[src/rtl/smg_scan_ctrl_if.sv]
// Load channel between the digit-producing logic and the scan controller:
// new digit/dp content offered under Load_Req, acknowledged by Load_Ack.
interface smg_scan_ctrl_if #(
  parameter int unsigned DIGITS = 6
);
  logic [4*DIGITS-1:0] Digit_In;
  logic [DIGITS-1:0]   Dp_In;
  logic                Load_Req;
  logic                Load_Ack;

  modport master (output Digit_In, Dp_In, Load_Req, input Load_Ack);
  modport slave  (input Digit_In, Dp_In, Load_Req, output Load_Ack);
endinterface

[src/rtl/smg_scan_ctrl.sv]
// Common-anode seven-segment scanner: SHOW/BLANK per digit, double-buffered
// content swapped only at the frame boundary, leading-zero and dp handling.
module smg_scan_ctrl #(
  parameter int unsigned DIGITS  = 6,
  parameter logic [19:0] T_SHOW  = 20'd49_999,
  parameter logic [19:0] T_BLANK = 20'd2_499
) (
  input  logic              CLK,
  input  logic              RST_n,
  input  logic              Lz_En,
  smg_scan_ctrl_if.slave    load_if,
  output logic [7:0]        Row_Scan_Sig,
  output logic [DIGITS-1:0] Column_Scan_Sig
);

  localparam int unsigned IW = (DIGITS > 1) ? $clog2(DIGITS) : 1;

  typedef enum logic {SHOW, BLANK} state_t;

  state_t              state_q, state_d;
  logic [19:0]         cnt_q, cnt_d;
  logic [IW-1:0]       idx_q, idx_d;
  logic [4*DIGITS-1:0] buf_q, buf_d;
  logic [DIGITS-1:0]   dp_q, dp_d;
  logic                ack_q, ack_d;
  logic [7:0]          row_q, row_d;
  logic [DIGITS-1:0]   col_q, col_d;

  logic                frame_end;
  logic                nz_above;
  logic [3:0]          cur_digit;
  logic [7:0]          seg;

  function automatic logic [7:0] decode(input logic [3:0] v);
    case (v)
      4'd0:    decode = 8'hC0;
      4'd1:    decode = 8'hF9;
      4'd2:    decode = 8'hA4;
      4'd3:    decode = 8'hB0;
      4'd4:    decode = 8'h99;
      4'd5:    decode = 8'h92;
      4'd6:    decode = 8'h82;
      4'd7:    decode = 8'hF8;
      4'd8:    decode = 8'h80;
      4'd9:    decode = 8'h90;
      default: decode = 8'hFF;
    endcase
  endfunction

  always_comb begin
    state_d   = state_q;
    cnt_d     = cnt_q + 20'd1;
    idx_d     = idx_q;
    buf_d     = buf_q;
    dp_d      = dp_q;
    ack_d     = 1'b0;
    frame_end = (state_q == BLANK) && (cnt_q == T_BLANK) && (idx_q == IW'(DIGITS - 1));

    case (state_q)
      SHOW: begin
        if (cnt_q == T_SHOW) begin
          state_d = BLANK;
          cnt_d   = '0;
        end
      end
      default: begin
        if (cnt_q == T_BLANK) begin
          state_d = SHOW;
          cnt_d   = '0;
          idx_d   = (idx_q == IW'(DIGITS - 1)) ? '0 : idx_q + IW'(1);
        end
      end
    endcase

    if (frame_end && load_if.Load_Req) begin
      buf_d = load_if.Digit_In;
      dp_d  = load_if.Dp_In;
      ack_d = 1'b1;
    end

    // Suppression looks at the live buffer and Lz_En, so it needs no boundary.
    nz_above = 1'b0;
    for (int unsigned i = 0; i < DIGITS; i++) begin
      if (i >= 32'(idx_q) && buf_q[i*4 +: 4] != 4'd0) nz_above = 1'b1;
    end

    cur_digit = buf_q[{idx_q, 2'b00} +: 4];
    seg       = decode(cur_digit);
    if (Lz_En && (idx_q != '0) && !nz_above) seg[6:0] = '1;
    seg[7]    = ~dp_q[idx_q];

    if (state_q == SHOW) begin
      row_d = seg;
      col_d = ~(DIGITS'(1) << idx_q);
    end else begin
      row_d = '1;
      col_d = '1;
    end
  end

  always_ff @(posedge CLK or negedge RST_n) begin
    if (!RST_n) begin
      state_q <= SHOW;
      cnt_q   <= '0;
      idx_q   <= '0;
      buf_q   <= '0;
      dp_q    <= '0;
      ack_q   <= 1'b0;
      row_q   <= '1;
      col_q   <= '1;
    end else begin
      state_q <= state_d;
      cnt_q   <= cnt_d;
      idx_q   <= idx_d;
      buf_q   <= buf_d;
      dp_q    <= dp_d;
      ack_q   <= ack_d;
      row_q   <= row_d;
      col_q   <= col_d;
    end
  end

  assign load_if.Load_Ack = ack_q;
  assign Row_Scan_Sig     = row_q;
  assign Column_Scan_Sig  = col_q;

endmodule

[src/flat_wrapper.sv]
// flat-port wrapper written by rule: the top's interface ports become plain ports
module smg_scan_ctrl_flat 
#(
  parameter int unsigned DIGITS  = 6,
  parameter logic [19:0] T_SHOW  = 20'd49_999,
  parameter logic [19:0] T_BLANK = 20'd2_499
)
  (CLK, RST_n, Lz_En, Row_Scan_Sig, Column_Scan_Sig, load_if_Digit_In, load_if_Dp_In, load_if_Load_Req, load_if_Load_Ack);
  smg_scan_ctrl_if #(.DIGITS(DIGITS)) load_if_i ();
  input  logic CLK;
  input  logic RST_n;
  input  logic Lz_En;
  output logic [7:0] Row_Scan_Sig;
  output logic [DIGITS-1:0] Column_Scan_Sig;
  input wire logic [$bits(load_if_i.Digit_In)-1:0] load_if_Digit_In;
  input wire logic [$bits(load_if_i.Dp_In)-1:0] load_if_Dp_In;
  input wire logic [$bits(load_if_i.Load_Req)-1:0] load_if_Load_Req;
  output wire logic [$bits(load_if_i.Load_Ack)-1:0] load_if_Load_Ack;
  assign load_if_i.Digit_In = load_if_Digit_In;
  assign load_if_i.Dp_In = load_if_Dp_In;
  assign load_if_i.Load_Req = load_if_Load_Req;
  assign load_if_Load_Ack = load_if_i.Load_Ack;
  smg_scan_ctrl #(.DIGITS(DIGITS), .T_SHOW(T_SHOW), .T_BLANK(T_BLANK)) u_core (.CLK(CLK), .RST_n(RST_n), .Lz_En(Lz_En), .load_if(load_if_i), .Row_Scan_Sig(Row_Scan_Sig), .Column_Scan_Sig(Column_Scan_Sig));
endmodule
[config.mk]
export PLATFORM = sky130hd
export DESIGN_NAME = smg_scan_ctrl_flat
export DESIGN_NICKNAME = d
export VERILOG_FILES = /design/src/rtl/smg_scan_ctrl_if.sv /design/src/rtl/smg_scan_ctrl.sv /design/src/flat_wrapper.sv
export SDC_FILE = /design/constraint.sdc
export NUM_CORES = 1
export LEC_CHECK = 0
export CORE_UTILIZATION = 49
export DETAILED_ROUTE_END_ITERATION = 8
export HOLD_SLACK_MARGIN = 0.06
export PLACE_DENSITY = 0.83
export RECOVER_POWER = 50
export SLEW_MARGIN = 20
export SYNTH_ARGS = -nofsm -noshare
export SYNTH_HDL_FRONTEND = slang
export SYNTH_SLANG_ARGS = --single-unit
[constraint.sdc]
create_clock -name CLK -period 2.4 [get_ports CLK]
set_input_delay 0.36 -clock CLK [delete_from_list [all_inputs] [get_ports CLK]]
set_output_delay 0.36 -clock CLK [all_outputs]
set_load 0.005 [all_outputs]
==> out/qor_table.md <==
| Quantity | Value | Unit |
|---|---|---|
| Num CTS Buffers | 9 | - |
| Via count | 2456 | - |
| Nets | 410 | - |
| Number of synthesized flops with an enable pin | 0 | - |
| Post-route clock period utilization | 0.948 | - |
| Total overflow reported by the global router | 0 | - |
| Cts repair resizes | 0 | - |
| Initial core utilization | 0.511 | - |
| Ratio of cells with drive above 1 in the final layout | 0.230 | - |
| Crit path DAT | 2.51 | ns |
| Detailed-placement wirelength estimate | 5070 | um |
| Standby leakage power | 1.89 | nW |
| Worst R2R Start | u_core.cnt_q[9] | - |
| Maximum number of pins on one net before global-route repair | 40 | - |
| Distinct cell type count after synthesis | 43 | - |
| Startpoint Class | flip-flop | - |
| Total setup violations reported at the end of the flow | 0 | - |
| Number of levels the H-tree was split into | 3 | - |
| Net Count, Synth | 340 | - |
| Number of pins exceeding their max-slew limit in the final report | 31 | - |
| Maximum clock frequency | 440 | MHz |
| Final setup margin | 0.125 | ns |
| Max-Slew Margin vs Limit | -0.105 | - |
| Setup TNS Final | 0 | ns |
| Residual DRC count | 0 | - |
| Antenna viol nets, final | 0 | - |
| Boundary Pins | 49 | - |
| Warnings, synthesis | 0 | - |
| Clock tree from TritonCTS | yes | - |
| Via density per instance | 5.27 | - |
| Max_cap viols | 1 | - |
| Area growth from synthesis to final layout | 24.3 | % |
| Max clock buf depth | 2 | - |
| Cell depth of the worst flop-to-flop path | 7 | - |
| Die ar. | 7470 | um^2 |
| Prevailing post-synth register cell | sky130_fd_sc_hd__dfrtp_1 | - |
| Count of input and output buffers | 48 | - |
| Worst Max-Slew Pin Slew | 1.66 | ns |
| Hold Vio Cnt, Final | 0 | - |
| Synth Register Bits | 69 | - |
| Row count | 30 | - |
| Worst hold slack across all endpoints | 0.429 | ns |
| Worst VDD drop | 0.000284 | V |
| Worst-path fanout max | 18 | - |
| CP endpoint kind | flip-flop | - |
| Power per cell area | 469 | nW/um^2 |
| Die Height | 86.4 | um |
| Drt initial violations | 96 | - |
| Final Skew | 0.00958 | ns |
| Path class of the lowest-slack min-delay path | in -> async | - |
| Mean instance size in the synthesized netlist | 11.8 | um^2 |
| Internal reg-to-reg setup slack | 0.13 | ns |
| Post-CTS setup buffers | 0 | - |
| Setup repair after global routing missed its margin | false | - |
| Total Wirelength | 6750 | um |
| Clock latency of the later-clocked register in the worst-skew pair | 0.35 | ns |
| Crit path kind | reg -> reg | - |
| Overall global routing resource usage | 0.211 | - |
| Worst setup path startpoint | u_core.cnt_q[9] | - |
| Worst path required time | 2.63 | ns |
| Netlist area before placement | 3490 | um^2 |
| Pre-CTS setup slack | 0.0806 | ns |
| Sequential cell area fraction in the yosys report | 0.499 | - |
| Result of the run | finished with violations | - |
| Proportion of synthesized flip-flops having asynchronous set or reset | 1.00 | - |
| Total iterations of the first detailed-routing run | 4 | - |
| CTS Sinks | 69 | - |
| Die X-Extent | 86.4 | um |
| Number of antenna violations at the first check in global routing | 0 | - |
| Global-route wire length before repair | 11800 | um |
| Post-CTS Hold Buffers | 0 | - |
| Final weighted congestion of routability-driven global placement | 0.823 | - |
| Number of antenna diodes | 0 | - |
| Crit path time final | 2.27 | ns |
| Core Area | 6830 | um^2 |
| FILL cells | 556 | - |
| Vias in the first global route | 2527 | - |
| Root buffer cell | sky130_fd_sc_hd__clkbuf_8 | - |
| Detailed-route wire length per cell | 14.5 | um |
| Cells after Synth | 295 | - |
| Violations in the final reports | capacitance limit, slew limit | - |
| Clock transition time at the flip-flop clock pins of the worst setup and hold paths | 0.07 | ns |
-- flip-flops by register name (all words and copies together), names as in the netlist --
| name | cells |
|---|---|
| u_core.idx_q | 3 |
| u_core.buf_q | 24 |
| u_core.Row_Scan_Sig | 8 |
| u_core.load_if.Load_Ack | 1 |
| u_core.Column_Scan_Sig | 6 |
| u_core.cnt_q | 20 |
| u_core.dp_q | 6 |
| u_core.state_q | 1 |
-- worst max-delay path, stage by stage, from the launching register on --
cell	delay, ns
sky130_fd_sc_hd__dfrtp_1	0.37
sky130_fd_sc_hd__or4b_1	0.54
sky130_fd_sc_hd__nor4_2	0.21
sky130_fd_sc_hd__nand2_1	0.16
sky130_fd_sc_hd__nor2_4	0.10
sky130_fd_sc_hd__and3_2	0.27
sky130_fd_sc_hd__buf_12	0.20
sky130_fd_sc_hd__mux2_4	0.31
-- cells by family after synthesis --
kind of cell,share of synthesized area
multiplexers,0.169
AO/OA/AOI/OAI,0.0562
flip-flops,0.499
XOR/XNOR,0.0451
buffers and inverters,0.0415
adder cells (fa/ha/maj),0.0394
AND/OR/NAND/NOR,0.149
-- layout by cell type, fill, tap and decap left out, types with 6 or more instances in the layout --
| cell | synthesis | final |
|---|---|---|
| sky130_fd_sc_hd__dfrtp_1 | 55 | 55 |
| sky130_fd_sc_hd__clkdlybuf4s50_1 | 0 | 47 |
| sky130_fd_sc_hd__mux2_4 | 29 | 29 |
| sky130_fd_sc_hd__nor2_1 | 27 | 27 |
| sky130_fd_sc_hd__buf_4 | 0 | 17 |
| sky130_fd_sc_hd__o21ai_0 | 15 | 15 |
| sky130_fd_sc_hd__dfstp_2 | 14 | 14 |
| sky130_fd_sc_hd__nand2_1 | 13 | 13 |
| sky130_fd_sc_hd__nand3_1 | 12 | 12 |
| sky130_fd_sc_hd__xnor2_1 | 11 | 11 |
| sky130_fd_sc_hd__ha_1 | 11 | 11 |
| sky130_fd_sc_hd__inv_1 | 10 | 10 |
| sky130_fd_sc_hd__mux2i_1 | 10 | 10 |
| sky130_fd_sc_hd__clkbuf_8 | 0 | 9 |
| sky130_fd_sc_hd__a21oi_1 | 8 | 8 |
| sky130_fd_sc_hd__nor3_1 | 7 | 7 |
| sky130_fd_sc_hd__xor2_1 | 7 | 7 |
| sky130_fd_sc_hd__clkbuf_1 | 6 | 6 |
-- cell type report --
class	count	area, um^2	area share
Tap cell	96	120	0.0277
Clock buffer	11	131	0.0303
Clock inverter	5	27.5	0.00634
Sequential cell	69	1740	0.402
Multi-Input combinational cell	203	1610	0.370
Timing Repair Buffer	71	673	0.155
Inverter	11	41.3	0.00951
-- metal layers --
layer  part of all wire  GRT usage  vias to the layer above
li1                   -          -                     1181
met1               0.46      0.279                     1187
met2               0.46      0.325                       74
met3              0.050     0.0543                       14
met4              0.025      0.105                        0
met5                  0          0                        -
-- path summary, 6_finish.rpt --
| path | endpoint |
|---|---|
| worst min-delay path | u_core.buf_q[6] |
| max in group asynchronous | u_core.Column_Scan_Sig[3] |
| worst max register to register | u_core.buf_q[17] |
| worst max-delay path | u_core.buf_q[17] |
| min in group CLK | u_core.cnt_q[13] |
| worst min register to register | u_core.cnt_q[13] |
-- cell usage after synthesis, types with 2 or more instances --
library cell	n	area, um^2
sky130_fd_sc_hd__o21ai_0	15	75.1
sky130_fd_sc_hd__mux2i_1	10	100
sky130_fd_sc_hd__xor2_1	7	61.3
sky130_fd_sc_hd__nor4b_1	2	17.5
sky130_fd_sc_hd__or3_1	3	18.8
sky130_fd_sc_hd__nor2_1	27	101
sky130_fd_sc_hd__o2bb2ai_1	2	17.5
sky130_fd_sc_hd__nand2b_1	5	31.3
sky130_fd_sc_hd__nor2b_1	3	18.8
sky130_fd_sc_hd__dfstp_2	14	368
sky130_fd_sc_hd__nand4_1	3	18.8
sky130_fd_sc_hd__xnor2_1	11	96.3
sky130_fd_sc_hd__nor3_1	7	35.0
sky130_fd_sc_hd__or4_1	4	30.0
sky130_fd_sc_hd__mux2_2	3	33.8
sky130_fd_sc_hd__buf_12	3	60.1
sky130_fd_sc_hd__clkbuf_1	6	22.5
sky130_fd_sc_hd__and3_1	6	37.5
sky130_fd_sc_hd__nand3_1	12	60.1
sky130_fd_sc_hd__a21oi_1	8	40.0
sky130_fd_sc_hd__a221oi_1	2	17.5
sky130_fd_sc_hd__nand3b_1	5	37.5
sky130_fd_sc_hd__ha_1	11	138
sky130_fd_sc_hd__nor4_1	3	18.8
sky130_fd_sc_hd__mux2_4	29	435
sky130_fd_sc_hd__nand2_1	13	48.8
sky130_fd_sc_hd__inv_1	10	37.5
sky130_fd_sc_hd__dfrtp_1	55	1380
sky130_fd_sc_hd__buf_2	2	10.0
-- power by group --
part | internal, W | switching [W]
registers | 0.00116 | 0
clock network | 0.000368 | 0.000423
logic | 0.0000500 | 0.0000303
-- metrics by stage --
step	power (W)	cells	area, um^2	utilization
2_1_floorplan	0.00119	295	3490	-
3_3_place_gp	0.00127	449	4190	0.613
3_5_place_dp	0.00127	449	4190	0.613
4_1_cts	0.00206	465	4350	0.636
5_1_grt	0.00211	466	4340	0.636
6_report	0.00204	466	4340	0.636
Note: power is estimated with default switching activity, not from simulation.
